File: config.mk
export PLATFORM = sky130hd
export DESIGN_NAME = pacman_dir_ctrl_flat
export DESIGN_NICKNAME = d
export VERILOG_FILES = /design/src/rtl/pacman_dir_ctrl_pkg.sv /design/src/rtl/pacman_dir_ctrl_if.sv /design/src/rtl/pacman_dir_ctrl_key_edge_prio.sv /design/src/rtl/pacman_dir_ctrl.sv /design/src/flat_wrapper.sv
export SDC_FILE = /design/constraint.sdc
export NUM_CORES = 1
export LEC_CHECK = 0
export BUFFER_PORTS_ARGS = -buffer_cell sky130_fd_sc_hd__buf_2
export CORE_MARGIN = 8
export CORE_UTILIZATION = 40
export CTS_CLUSTER_DIAMETER = 30
export CTS_CLUSTER_SIZE = 20
export DETAILED_ROUTE_END_ITERATION = 10
export PLACE_DENSITY = 0.75
export SLEW_MARGIN = 0
export SYNTH_ARGS = -nofsm -noshare
export SYNTH_HDL_FRONTEND = slang
export SYNTH_SLANG_ARGS = --single-unit
File: constraint.sdc
create_clock -name clk -period 1.98 [get_ports clk]
set_clock_uncertainty 0.2 [all_clocks]
set_input_delay 0.198 -clock clk [delete_from_list [all_inputs] [get_ports clk]]
set_output_delay 0.198 -clock clk [all_outputs]
set_load 0.005 [all_outputs]
File: src/rtl/pacman_dir_ctrl_pkg.sv
// Shared types and helpers for the Pac-Man direction controller.
// Direction codes double as key indices: keys[UP] .. keys[RIGHT].
package pacman_pkg;

  typedef enum logic [1:0] {UP = 2'd0, DOWN = 2'd1, LEFT = 2'd2, RIGHT = 2'd3} dir_t;
  typedef enum logic [1:0] {IDLE_ST = 2'd0, RUN_ST = 2'd1, STOP_ST = 2'd2} state_t;

  localparam int FIXED_POINT_MULTIPLIER = 64;
  localparam int CMD_W = 11;

  function automatic dir_t opposite(input dir_t d);
    return dir_t'(d ^ 2'b01);
  endfunction

  // Speeds are in 1/FIXED_POINT_MULTIPLIER pixel per frame, sign-extended to CMD_W.
  function automatic logic signed [CMD_W-1:0] speed_x(input dir_t d, input int spd);
    logic signed [CMD_W-1:0] mag;
    mag = CMD_W'(spd);
    case (d)
      LEFT:    return -mag;
      RIGHT:   return mag;
      default: return '0;
    endcase
  endfunction

  function automatic logic signed [CMD_W-1:0] speed_y(input dir_t d, input int spd);
    logic signed [CMD_W-1:0] mag;
    mag = CMD_W'(spd);
    case (d)
      UP:      return -mag;
      DOWN:    return mag;
      default: return '0;
    endcase
  endfunction

endpackage

File: src/rtl/pacman_dir_ctrl_if.sv
// Signal bundle between keypad/mover side and the direction controller.
// speed_load is a one-clk strobe with no back-pressure: the mover must latch
// Xspeed_cmd/Yspeed_cmd on every cycle speed_load is high; commands hold otherwise.
interface pacman_dir_ctrl_if;
  import pacman_pkg::*;

  logic               startOfFrame;
  logic               key_up;
  logic               key_down;
  logic               key_left;
  logic               key_right;
  logic               wall_hit;
  logic signed [10:0] topLeftX;
  logic signed [10:0] topLeftY;
  logic signed [10:0] Xspeed_cmd;
  logic signed [10:0] Yspeed_cmd;
  logic               speed_load;
  logic [1:0]         cur_dir;
  logic               moving;
  logic               pending_valid;
  state_t             dbg_state;

  modport master (
    input  startOfFrame, key_up, key_down, key_left, key_right, wall_hit, topLeftX, topLeftY,
    output Xspeed_cmd, Yspeed_cmd, speed_load, cur_dir, moving, pending_valid, dbg_state
  );

  modport slave (
    output startOfFrame, key_up, key_down, key_left, key_right, wall_hit, topLeftX, topLeftY,
    input  Xspeed_cmd, Yspeed_cmd, speed_load, cur_dir, moving, pending_valid, dbg_state
  );

endinterface

File: src/rtl/pacman_dir_ctrl_key_edge_prio.sv
// Rising-edge detector on the four arrow keys with UP > DOWN > LEFT > RIGHT priority.
module key_edge_prio
  import pacman_pkg::*;
(
   input  logic       clk,
   input  logic       resetN,
   input  logic [3:0] keys,
   output logic       req_valid,
   output dir_t       req_dir
);

   logic [3:0] keys_d;
   logic [3:0] rise;

   always_ff @(posedge clk or negedge resetN) begin
      if (!resetN) keys_d <= '0;
      else         keys_d <= keys;
   end

   assign rise = keys & ~keys_d;

   always_comb begin
      req_valid = |rise;
      req_dir   = UP;
      if      (rise[UP])    req_dir = UP;
      else if (rise[DOWN])  req_dir = DOWN;
      else if (rise[LEFT])  req_dir = LEFT;
      else if (rise[RIGHT]) req_dir = RIGHT;
   end

endmodule

File: src/rtl/pacman_dir_ctrl.sv
// Turn/direction controller: buffers key turns until tile-aligned, reverses at once, stops on walls.
// Optional PACMAN_PENDING_TIMEOUT_EN discards a buffered turn after PENDING_FRAMES frames.
module pacman_dir_ctrl
   import pacman_pkg::*;
#(
   parameter int   TILE_SIZE      = 16,
   parameter int   SPEED          = 60,
`ifdef PACMAN_PENDING_TIMEOUT_EN
   parameter int   PENDING_FRAMES = 8,
`endif
   parameter dir_t INITIAL_DIR    = LEFT
)(
   input logic               clk,
   input logic               resetN,
   pacman_dir_ctrl_if.master bus
);

   localparam int TILE_BITS = $clog2(TILE_SIZE);

   state_t             state;
   dir_t               cur_dir;
   dir_t               pending_dir;
   logic               pending_valid;
   logic               hit_latch;
   logic signed [10:0] x_cmd;
   logic signed [10:0] y_cmd;
   logic               speed_load;
   logic               req_valid;
   dir_t               req_dir;
   logic               aligned;
   logic               stop_now;
   logic               apply_now;

`ifdef PACMAN_PENDING_TIMEOUT_EN
   localparam int CNT_W = $clog2(PENDING_FRAMES + 1);
   logic [CNT_W-1:0] pend_cnt;
`endif

   key_edge_prio u_keys (
      .clk       (clk),
      .resetN    (resetN),
      .keys      ({bus.key_right, bus.key_left, bus.key_down, bus.key_up}),
      .req_valid (req_valid),
      .req_dir   (req_dir)
   );

   // Low bits only, so negative two's-complement coordinates align correctly too.
   assign aligned = (bus.topLeftX[TILE_BITS-1:0] == '0) && (bus.topLeftY[TILE_BITS-1:0] == '0);

   always_comb begin
      stop_now  = 1'b0;
      apply_now = 1'b0;
      if (bus.startOfFrame) begin
         case (state)
            RUN_ST: begin
               if (hit_latch || bus.wall_hit)
                  stop_now = 1'b1;
               else if (pending_valid && (pending_dir == opposite(cur_dir) || aligned))
                  apply_now = 1'b1;
            end
            STOP_ST: apply_now = pending_valid;
            default: ;
         endcase
      end
   end

   always_ff @(posedge clk or negedge resetN) begin
      if (!resetN) begin
         state         <= IDLE_ST;
         cur_dir       <= INITIAL_DIR;
         pending_dir   <= UP;
         pending_valid <= 1'b0;
         hit_latch     <= 1'b0;
         x_cmd         <= '0;
         y_cmd         <= '0;
         speed_load    <= 1'b0;
`ifdef PACMAN_PENDING_TIMEOUT_EN
         pend_cnt      <= '0;
`endif
      end else begin
         speed_load <= 1'b0;

         if (bus.startOfFrame)                   hit_latch <= 1'b0;
         else if (state == RUN_ST && bus.wall_hit) hit_latch <= 1'b1;

         case (state)
            IDLE_ST: begin
               if (bus.startOfFrame) begin
                  state      <= RUN_ST;
                  cur_dir    <= INITIAL_DIR;
                  x_cmd      <= speed_x(INITIAL_DIR, SPEED);
                  y_cmd      <= speed_y(INITIAL_DIR, SPEED);
                  speed_load <= 1'b1;
               end
            end
            RUN_ST, STOP_ST: begin
               if (stop_now) begin
                  state      <= STOP_ST;
                  x_cmd      <= '0;
                  y_cmd      <= '0;
                  speed_load <= 1'b1;
               end else if (apply_now) begin
                  state      <= RUN_ST;
                  cur_dir    <= pending_dir;
                  x_cmd      <= speed_x(pending_dir, SPEED);
                  y_cmd      <= speed_y(pending_dir, SPEED);
                  speed_load <= 1'b1;
               end
            end
            default: state <= IDLE_ST;
         endcase

         // A fresh key edge outranks consumption of the previous turn.
         if (req_valid) begin
            pending_dir   <= req_dir;
            pending_valid <= 1'b1;
`ifdef PACMAN_PENDING_TIMEOUT_EN
            pend_cnt      <= CNT_W'(PENDING_FRAMES);
`endif
         end else if (apply_now) begin
            pending_valid <= 1'b0;
         end
`ifdef PACMAN_PENDING_TIMEOUT_EN
         else if (bus.startOfFrame && pending_valid) begin
            if (pend_cnt <= CNT_W'(1)) begin
               pending_valid <= 1'b0;
               pend_cnt      <= '0;
            end else begin
               pend_cnt <= pend_cnt - 1'b1;
            end
         end
`endif
      end
   end

   assign bus.Xspeed_cmd    = x_cmd;
   assign bus.Yspeed_cmd    = y_cmd;
   assign bus.speed_load    = speed_load;
   assign bus.cur_dir       = cur_dir;
   assign bus.moving        = (state == RUN_ST);
   assign bus.pending_valid = pending_valid;
   assign bus.dbg_state     = state;

endmodule
File: src/flat_wrapper.sv
// flat-port wrapper written by rule: the top's interface ports become plain ports
module pacman_dir_ctrl_flat import pacman_pkg::*;
#(
   parameter int   TILE_SIZE      = 16,
   parameter int   SPEED          = 60,

   parameter dir_t INITIAL_DIR    = LEFT
)
  (clk, resetN, bus_startOfFrame, bus_key_up, bus_key_down, bus_key_left, bus_key_right, bus_wall_hit, bus_topLeftX, bus_topLeftY, bus_Xspeed_cmd, bus_Yspeed_cmd, bus_speed_load, bus_cur_dir, bus_moving, bus_pending_valid, bus_dbg_state);
  pacman_dir_ctrl_if bus_i ();
  input logic clk;
  input logic resetN;
  input wire logic [$bits(bus_i.startOfFrame)-1:0] bus_startOfFrame;
  input wire logic [$bits(bus_i.key_up)-1:0] bus_key_up;
  input wire logic [$bits(bus_i.key_down)-1:0] bus_key_down;
  input wire logic [$bits(bus_i.key_left)-1:0] bus_key_left;
  input wire logic [$bits(bus_i.key_right)-1:0] bus_key_right;
  input wire logic [$bits(bus_i.wall_hit)-1:0] bus_wall_hit;
  input wire logic [$bits(bus_i.topLeftX)-1:0] bus_topLeftX;
  input wire logic [$bits(bus_i.topLeftY)-1:0] bus_topLeftY;
  output wire logic [$bits(bus_i.Xspeed_cmd)-1:0] bus_Xspeed_cmd;
  output wire logic [$bits(bus_i.Yspeed_cmd)-1:0] bus_Yspeed_cmd;
  output wire logic [$bits(bus_i.speed_load)-1:0] bus_speed_load;
  output wire logic [$bits(bus_i.cur_dir)-1:0] bus_cur_dir;
  output wire logic [$bits(bus_i.moving)-1:0] bus_moving;
  output wire logic [$bits(bus_i.pending_valid)-1:0] bus_pending_valid;
  output wire logic [$bits(bus_i.dbg_state)-1:0] bus_dbg_state;
  assign bus_i.startOfFrame = bus_startOfFrame;
  assign bus_i.key_up = bus_key_up;
  assign bus_i.key_down = bus_key_down;
  assign bus_i.key_left = bus_key_left;
  assign bus_i.key_right = bus_key_right;
  assign bus_i.wall_hit = bus_wall_hit;
  assign bus_i.topLeftX = bus_topLeftX;
  assign bus_i.topLeftY = bus_topLeftY;
  assign bus_Xspeed_cmd = bus_i.Xspeed_cmd;
  assign bus_Yspeed_cmd = bus_i.Yspeed_cmd;
  assign bus_speed_load = bus_i.speed_load;
  assign bus_cur_dir = bus_i.cur_dir;
  assign bus_moving = bus_i.moving;
  assign bus_pending_valid = bus_i.pending_valid;
  assign bus_dbg_state = bus_i.dbg_state;
  pacman_dir_ctrl #(.TILE_SIZE(TILE_SIZE), .SPEED(SPEED), .INITIAL_DIR(INITIAL_DIR)) u_core (.clk(clk), .resetN(resetN), .bus(bus_i));
endmodule
### Word-level counts from Yosys, hierarchy flattened

Index checks and enable logic that the tools add are counted.
W data, S select, Z words.

* register bits: 35
* input port bits: 30
* output and inout bits: 29
* word-level logic and storage cells: 76

* equality and inequality tests: 10
* muxes and demuxes: 37
* bitwise gates (word level): 3
* reductions and logical operators: 17

Operators with widths (count)
* $pmux W11 S2: 4
* $mux W11: 6
* $mux W2: 10
* $mux W1: 13
* $logic_not A4 Y1: 2
* $pmux W2 S2: 2
* $eq A2 B2 Y1 const B: 3
* $reduce_bool A2 Y1: 3
* $and A4 B4 Y4: 1
* $eq A2 B1 Y1 const B: 2
* $logic_not A2 Y1: 2
* $ne A2 B2 Y1 const B: 2
* $not A4 Y4: 1
* $pmux W1 S2: 2
* $reduce_and A4 Y1: 1
* $reduce_or A4 Y1: 1
* $logic_and A1 B1 Y1: 3
* $ne A3 B1 Y1 const B: 1
* $reduce_and A3 Y1: 1
* $eq A2 B2 Y1: 1
* $logic_or A1 B1 Y1: 2
* $ne A2 B1 Y1 const B: 1
* $reduce_and A2 Y1: 1
* $reduce_or A2 Y1: 1
* $not A1 Y1: 1

### Depth between registers and ports, before layout

Gate-level depths: netlist of run 1.

* depth after elaboration: 11
* mapped depth: 6
* depth with buffers taken out: 6

### Hierarchy

A second synthesis of run 1 with hierarchy kept.

* cells, all modules: 112
* area total of the unflattened synthesis: 1174.9 sq um

Modules (own cells, without submodules)
* pacman_dir_ctrl: instances 1, cells an instance 97, area an instance 982.2 sq um, sequential area each 376.6 sq um
* key_edge_prio: instances 1, cells an instance 15, area an instance 192.7 sq um, sequential area each 100.1 sq um

### Worst setup path before layout of run 1

No wires, ideal clock.

* path type: register -> register
* from: register u_core.state[1], in the netlist u_core.bus.dbg_state[1]
* to: register u_core.x_cmd[9], in the netlist u_core.bus.Xspeed_cmd[9]
* setup time: 0.125 ns
* data arrival time: 1.876 ns
* data required time: 1.655 ns
* slack: -0.221 ns
* stages on the path, launching flop included: 7
* path buffers: 0
* period minus slack after synthesis: 2.201 ns
* path through: dfrtp_1 > inv_1 > ha_1 > or3b_4 > nor4_4 > a21oi_4 > mux2_4

* cells in the longest elaborated chain, start to end: 5
* elaborated cells between the ends (all ways): 14
* those cells by class: eq/ne (4); mux (6); reduce/logical (4)

Ends and longest elaborated chain
* from (decl): line pacman_dir_ctrl.sv:20 `state_t state;`
* from (signal assigned): line pacman_dir_ctrl.sv:69 `state <= IDLE_ST;`
* from (signal assigned): line pacman_dir_ctrl.sv:89 `state <= RUN_ST;`
* from (signal assigned): line pacman_dir_ctrl.sv:98 `state <= STOP_ST;`
* $eq A2 B1 Y1 *
* via bus_moving: line flat_wrapper.sv:25 `output wire logic [$bits(bus_i.moving)-1:0] bus_moving;`
* $pmux W1 S2 / $mux W1 (equally long branches): line pacman_dir_ctrl.sv:54 `case (state)`
* $mux W1: line pacman_dir_ctrl.sv:53 `if (bus.startOfFrame) begin`
* $ne A3 B1 Y1 (no line) / $mux W11 (equally long branches)
* $reduce_and A3 Y1 (no line) / $pmux W11 S2 (equally long branches)
* to (signal assigned): line pacman_dir_ctrl.sv:91 `x_cmd <= speed_x(INITIAL_DIR, SPEED);`
* to (signal assigned): line pacman_dir_ctrl.sv:105 `x_cmd <= speed_x(pending_dir, SPEED);`
* to (decl): line pacman_dir_ctrl.sv:25 `logic signed [10:0] x_cmd;`

Mark *: on every way through the listed nets, which the timed path passes. The rest lies on a longest branch.
A chain may end at the register's enable or synchronous reset.

### Worst setup path in the final report of run 1

* from: register u_core.state[1], in the netlist u_core.bus.dbg_state[1]
* to: register u_core.x_cmd[2], in the netlist u_core.bus.Xspeed_cmd[2]

* cells in the longest elaborated chain, start to end: 5
* elaborated cells between the ends (all ways): 14
* those cells by class: eq/ne (4); mux (6); reduce/logical (4)

Ends and longest elaborated chain (line)
* $eq A2 B2 Y1 / $eq A2 B1 Y1 (equally long branches)
* $pmux W1 S2 / $mux W1 (equally long branches): pacman_dir_ctrl.sv:54
* $mux W1: pacman_dir_ctrl.sv:53
* $ne A3 B1 Y1 (no line) / $mux W11 (equally long branches)
* $reduce_and A3 Y1 (no line) / $pmux W11 S2 (equally long branches)

Parallel ways exist; a longest one is shown, timed or not.

==> results of run 1 <==
-- cells in the final DEF, fill, tap and decap left out, types with 4 or more instances in the layout --
cell type and instances:
mux2_4 5, nand2_1 5, dfrtp_1 17, buf_4 18
nand2b_1 4, conb_1 4, a21oi_1 4, dlygate4sd3_1 6
nor2_1 8, buf_2 40
-- stage by stage --
stage / setup TNS [ns] / setup slack, ns / cell area (um^2)
after global placement: -0.310 / -0.0605 / 1390
after detailed placement: -0.513 / -0.0883 / 1390
final: -0.354 / -0.0736 / 1550
after global routing: -0.871 / -0.116 / 1550
after floorplan: -0.246 / -0.0491 / 1160
after CTS: -0.405 / -0.0718 / 1530
-- area by class of cell --
class	count	area, um^2	share of cell area (%)
Multi-Input combinational cell	68	592	38.2
Clock buffer	3	22.5	1.45
Tap cell	31	38.8	2.50
Sequential cell	19	478	30.8
Clock inverter	1	5.00	0.323
Inverter	5	18.8	1.21
Timing Repair Buffer	64	395	25.5
-- Yosys cell counts (all sizes together) --
cell type	number	area, um^2
a21o	1	7.51
a21oi	6	41.3
a2bb2oi	1	8.76
a311o	1	10.0
a311oi	1	8.76
a31oi	1	6.26
and2b	1	7.51
buf	16	120
clkbuf	1	3.75
conb	1	3.75
dfrtp	18	450
dfstp	1	26.3
ha	4	50.1
inv	5	18.8
mux2	5	75.1
mux2i	2	20.0
nand2	6	22.5
nand2b	4	25.0
nand3	2	10.0
nand3b	1	7.51
nand4	1	6.26
nor2	9	33.8
nor2b	1	6.26
nor3	1	5.00
nor3b	1	12.5
nor4	2	27.5
o211ai	1	7.51
o21a	1	7.51
o21ai	3	15.0
o22ai	1	12.5
o31ai	1	7.51
o32ai	1	8.76
or3b	1	11.3
or4	2	18.8
xnor2	1	8.76
xor2	1	8.76
-- timing repair --
action	CTS	global route
endpoints found under the setup margin	9	11
resized for setup	4	6
setup buffers	3	0
hold buffers	7	0
gates cloned	0	0
pin swaps	2	1
endpoints found under the hold margin	25	0
-- worst max-delay path, cell delays in order, from the launching register on --
cell and delay [ns]:
dfrtp_1 0.40, inv_2 0.11, ha_4 0.14, or3b_4 0.39
nor4_4 0.21, a21oi_4 0.16, mux2_4 0.33
-- power by group through the flow --
stage / clock network, W / registers, W / logic (W)
finish: 0.000197 / 0.000585 / 0.00128
global route: 0.000222 / 0.000604 / 0.00138
CTS: 0.000202 / 0.000588 / 0.00122
detailed placement: 0 / 0.000594 / 0.00113
global placement: 0 / 0.000583 / 0.00109
floorplan: 0 / 0.000598 / 0.000755
-- logic make-up after synthesis --
group / synth area share [%]
xor+xnor: 1.56
mux: 8.48
flops: 42.5
simple gates: 17.3
other cells: 0.335
compound gates: 12.6
fa+ha+maj: 4.46
buf+inv: 12.7
-- registers in the layout, summed over array words and instances (netlist names) --
signal and flops:
u_core.bus.Xspeed_cmd 3, u_core.bus.Yspeed_cmd 3, u_core.bus.cur_dir 2, u_core.bus.dbg_state 2, u_core.bus.pending_valid 1, u_core.bus.speed_load 1
u_core.hit_latch 1, u_core.pending_dir 2, u_core.u_keys.keys_d 4
-- worst max path at each step --
stage / start / to / slack [ns]
floorplan: u_core.bus.dbg_state[1] / u_core.bus.Xspeed_cmd[2] / -0.05
finish: u_core.bus.dbg_state[1] / u_core.bus.Xspeed_cmd[2] / -0.07
detailed placement: u_core.bus.dbg_state[0] / u_core.bus.Xspeed_cmd[2] / -0.09
CTS: u_core.bus.dbg_state[1] / u_core.bus.Xspeed_cmd[2] / -0.07
global route: u_core.bus.dbg_state[1] / u_core.bus.Xspeed_cmd[2] / -0.12
global placement: u_core.bus.dbg_state[0] / u_core.bus.Xspeed_cmd[2] / -0.06
-- routing by layer --
metal	wire length, um	part of all wire, %	global-route usage, %	up-vias
li1	-	-	-	460
met1	1070	39	12.4	454
met2	1400	50	21.9	31
met3	280	10	1.62	2
met4	27	0.97	4.51	0
met5	0	0	0	-
==> summary.txt, run 1 <==
Run status
  • Status: finished, violations left
  • Violated checks: negative setup slack

STA
  • Post-route worst setup slack: -0.0736 ns
  • RSZ-0062 raised after global routing: true
  • Hold WS: 0.00310 ns
  • # setup viols final: 8
  • Max frequency: 487 MHz
  • Hold Fails Final Rpt: 0
  • Fin crit share: 104%
  • Final slew viol count: 0
  • Min cycle time layout: 2.05 ns

Pwr
  • Logic pwr share: 62.1%
  • Sw frac: 38.6%
  • Lkg Pwr: 0.767 nW
  • Clk pwr share: 9.5%
  • Sw power: 0.000797 W
  • VDD IR max: 0.715 mV
  • Total power: 0.00206 W
  • Cell Pwr Density: 1330 nW/um^2
  • P_int: 0.00126 W
  • Sequential Power Share: 28.4%

GRT
  • Gr usage total: 11.5%
  • Initial antenna violation count: 0
  • Remaining Overflow, GRT: 0
  • Vias in the first global route: 958
  • Pin count of the biggest net entering global routing: 20
  • First-pass GRT wire length: 4270 um

Floorplanning
  • Die area: 4750 um^2
  • IO Count: 59
  • Row count: 19
  • Starting Density: 41.4%
  • DIE HEIGHT: 68.9 um
  • DIE WIDTH: 68.9 um
  • Core area: 2710 um^2

Critical path
  • CP Max Fanout: 7
  • Reg2reg end: u_core.bus.Xspeed_cmd[2]
  • R2R setup slack: -0.07 ns
  • Element type at the critical path start: register
  • CP Class: register to register
  • CP required: 1.96 ns
  • Crit. End Element: register
  • Crit path DAT: 2.03 ns
  • Crit Reg-Reg Startpoint: u_core.bus.dbg_state[1]
  • Worst Reg-to-Reg Cells: 6

Hold path
  • Hold Path Sink: u_core.hit_latch
  • Hold path startpoint: bus_wall_hit
  • Hold Path Class: input pin to register
  • Worst hold path stage count: 3

Routing
  • Detailed Route WL: 2780 um
  • Vias/cell: 4.96
  • Drt first pass iters: 4
  • Routed Antenna Nets: 0
  • Remaining routing DRC violations: 0
  • DR WL/cell: 14.5 um
  • Number of DRC markers in iteration 0: 28
  • Via Count: 947

Cells and area
  • Filler cells: 232
  • Area growth, synth to finish: 38.3%
  • Nets: 195
  • Ant. Diodes: 0
  • Util after Layout: 57.2%
  • Final Non-Filler Cells: 191
  • Share of layout cells above drive strength 1: 54.4%

Job
  • Max Cap Viol: 0

Logic synthesis
  • Post-synthesis register bit count: 19
  • Mapped Cells: 106
  • Post-synthesis sequential area ratio: 42.5%
  • Synth warn: 0
  • Post-synthesis cell type count: 39
  • Post-synth design cell area: 1120 um^2
  • Synthesized area per cell: 10.6 um^2

Place
  • Hpwl dp: 2200 um
  • Placed Cells: 178
  • Placer Congestion: 0.874
  • # port buffers: 40

Clock network
  • CTS max path bufs: 2
  • CTS Sinks: 19
  • Clk root buf: clkbuf_4
  • H-tree Lvls: 1
  • Clk_lat worst skew: 0.29 ns
  • CTS buffer count: 3
  • Clock transition at path regs: 0.11 ns
  • CTS tree: built
No activity file was read; power rests on OpenSTA's default activity.
==> inputs of run 2 (changes only) <==
Settings changed: CORE_UTILIZATION 40 to 48, PLACE_DENSITY 0.75 to 0.84.
Clock period 1.98 ns to 2.4 ns, I/O delays scaled along.
==> run 2 against run 1 <==
The flow now finishes without violations. Register-to-register slack better by 0.18 ns. Critical path type unchanged. Cell count shrank 9.9%. Core utilization up 3.6 points.
==> summary.txt, run 2 (same netlist as run 1, synthesis figures left out) <==
Critical path
  • Slowest stage delay, CP: 0.43 ns (was 0.40 ns)
  • Slowest stage cell, crit path: or3b_4 (was dfrtp_1)
  • CP required: 2.39 ns (was 1.96 ns)
  • Element type at the critical path start: register (unchanged)
  • Cell family with most CP delay: simple AND/OR/NAND/NOR gates (unchanged)
  • CP Class: register to register (unchanged)
  • Crit path DAT: 2.29 ns (was 2.03 ns)
  • Crit. End Element: register (unchanged)
  • CP Buf/Inv Count: 1 (unchanged)
  • CP Cell Sequence: inv_1 > ha_1 > or3b_4 > nor4_4 > a21oi_4 > mux2_4 (was inv_2 > ha_4 > or3b_4 > nor4_4 > a21oi_4 > mux2_4)
  • CP Max Fanout: 8 (was 7)

Pwr
  • VDD IR max: 0.686 mV (was 0.715 mV)
  • Logic pwr share: 54.4% (was 62.1%)
  • Sw power: 0.000547 W (was 0.000797 W)
  • P_int: 0.000857 W (was 0.00126 W)
  • Sequential Power Share: 34.0% (was 28.4%)
  • Cell Pwr Density: 1040 nW/um^2 (was 1330 nW/um^2)
  • Sw frac: 38.9% (was 38.6%)
  • Clk pwr share: 11.6% (was 9.5%)
  • Lkg Pwr: 0.677 nW (was 0.767 nW)

Clock network
  • CTS max path bufs: 2 (unchanged)
  • Clock transition at path regs: 0.11 ns (about the same)
  • CTS tree: built (unchanged)
  • Clk_lat worst skew: 0.30 ns (was 0.29 ns)
  • CTS Sinks: 19 (unchanged)
  • Post-CTS sizing: 0 (was 4)
  • CTS buffer count: 3 (unchanged)
  • Post-CTS Setup Bufs: 0 (was 3)
  • Hold-fix buffers, CTS: 6 (was 7)
  • Clk root buf: clkbuf_4 (unchanged)
  • H-tree Lvls: 1 (unchanged)

Cells and area
  • Reg area: 477 um^2 (was 478 um^2)
  • Ant. Diodes: 0 (unchanged)
  • Biggest register: u_core.u_keys.keys_d (unchanged)
  • Max reg flops: 4 (unchanged)
  • Commonest non-fill, non-tap cell in the layout: buf_2 (unchanged)
  • Filler cells: 189 (was 232)
  • Area growth, synth to finish: 20.0% (was 38.3%)
  • Nets: 179 (was 195)
  • Multi-input gate area: 513 um^2 (was 592 um^2)
  • Share of layout cells above drive strength 1: 39.6% (was 54.4%)
  • Most frequent cells in the layout: 40 x buf_2, 18 x dfrtp_1, 9 x nor2_1 (was 40 x buf_2, 18 x buf_4, 17 x dfrtp_1)

Routing
  • Remaining routing DRC violations: 0 (unchanged)
  • Drt first pass iters: 4 (unchanged)
  • Via Count: 887 (was 947)
  • Routed Antenna Nets: 0 (unchanged)
  • Number of DRC markers in iteration 0: 11 (was 28)
  • Vias/cell: 5.16 (was 4.96)
  • Detailed Route WL: 2430 um (was 2780 um)
  • DR WL/cell: 14.2 um (was 14.5 um)

Hold path
  • Hold Path Class: input pin to register (unchanged)

STA
  • # setup viols final: 0 (was 8)
  • Setup_tns: 0 ns (was -0.354 ns)
  • Min cycle time layout: 2.30 ns (was 2.05 ns)
  • Final slew viol count: 0 (unchanged)
  • Fin crit share: 95.6% (was 104%)
  • RSZ-0062 raised after global routing: false (was true)
  • Hold Fails Final Rpt: 0 (unchanged)
  • Max frequency: 436 MHz (was 487 MHz)
  • Hold WS: 0.0347 ns (was 0.00310 ns)

GRT
  • Vias in the first global route: 897 (was 958)
  • Remaining Overflow, GRT: 0 (unchanged)
  • Gr usage total: 11.4% (was 11.5%)
  • Initial antenna violation count: 0 (unchanged)
  • Pin count of the biggest net entering global routing: 20 (unchanged)
  • First-pass GRT wire length: 3910 um (was 4270 um)

Floorplanning
  • DIE HEIGHT: 64.3 um (was 68.9 um)
  • Core area: 2210 um^2 (was 2710 um^2)
  • DIE WIDTH: 64.3 um (was 68.9 um)
  • Row count: 17 (was 19)
  • Die area: 4140 um^2 (was 4750 um^2)
  • IO Count: 59 (unchanged)
  • Starting Density: 50.7% (was 41.4%)

Place
  • Placer Congestion: 0.862 (was 0.874)
  • # port buffers: 40 (unchanged)
  • Hpwl dp: 1940 um (was 2200 um)

Run status
  • Status: finished clean (was finished, violations left)

Job
  • Max Cap Viol: 0 (unchanged)
[run 2: cell types whose count changed in the layout (fill, tap and decap cells not counted), moves of 2 or more]
cell   previous run  this run
ha_1              2         4
inv_2             2         0
ha_4              2         0
inv_1             3         5
buf_4            18         2
[run 2: power groups by stage]
stage / Sequential (W) / Clock [W] / Combinational [W]
after floorplan: 0.000486 / 0 / 0.000587
after global placement: 0.000477 / 0 / 0.000739
after detailed placement: 0.000486 / 0 / 0.000758
after CTS: 0.000479 / 0.000168 / 0.000767
after global routing: 0.000491 / 0.000182 / 0.000828
final: 0.000478 / 0.000162 / 0.000764
[run 2: final cells by class]
cell class	count	share of cell area (%)
inverter	5	1.40
multi-input combinational	68	38.1
tap	28	2.60
sequential	19	35.4
clock buffer	4	1.95
timing repair buffer	48	20.5
[run 2: worst paths after layout]
kind,endpoint,depth (start not counted),slack [ns],start
setup / recovery,u_core.bus.Yspeed_cmd[9],6,0.10,u_core.bus.dbg_state[1]
hold / removal,u_core.hit_latch,3,0.03,bus_wall_hit
setup reg to reg,u_core.bus.Yspeed_cmd[9],6,0.10,u_core.bus.dbg_state[1]
hold reg to reg,u_core.bus.Xspeed_cmd[2],1,0.33,u_core.bus.Xspeed_cmd[2]
max in group asynchronous,u_core.bus.cur_dir[1],2,1.47,resetN
min in group asynchronous,u_core.u_keys.keys_d[0],2,0.19,resetN
[run 2: worst min-delay path: stages]
cell and delay [ns]:
buf_2 0.11, a21oi_1 0.06, nor2_1 0.09
[run 2: stage by stage]
stage	cells	setup WS [ns]	power (W)	util (%)	instance area (um^2)
finish	172	0.104	0.00140	60.8	1350
global route	172	0.00543	0.00150	60.8	1350
CTS	172	0.103	0.00141	60.8	1350
detailed placement	162	0.129	0.00124	56.9	1260
global placement	162	0.177	0.00122	56.9	1260
floorplan	109	0.199	0.00107	-	1130
[run 2: routing by layer]
layer	up-vias	GRT usage [%]	share of wire [%]
li1	423	-	-
met2	40	21.1	52
met5	-	0	0
met3	5	3.48	8.1
met4	0	4.90	1.7
met1	419	11.3	39
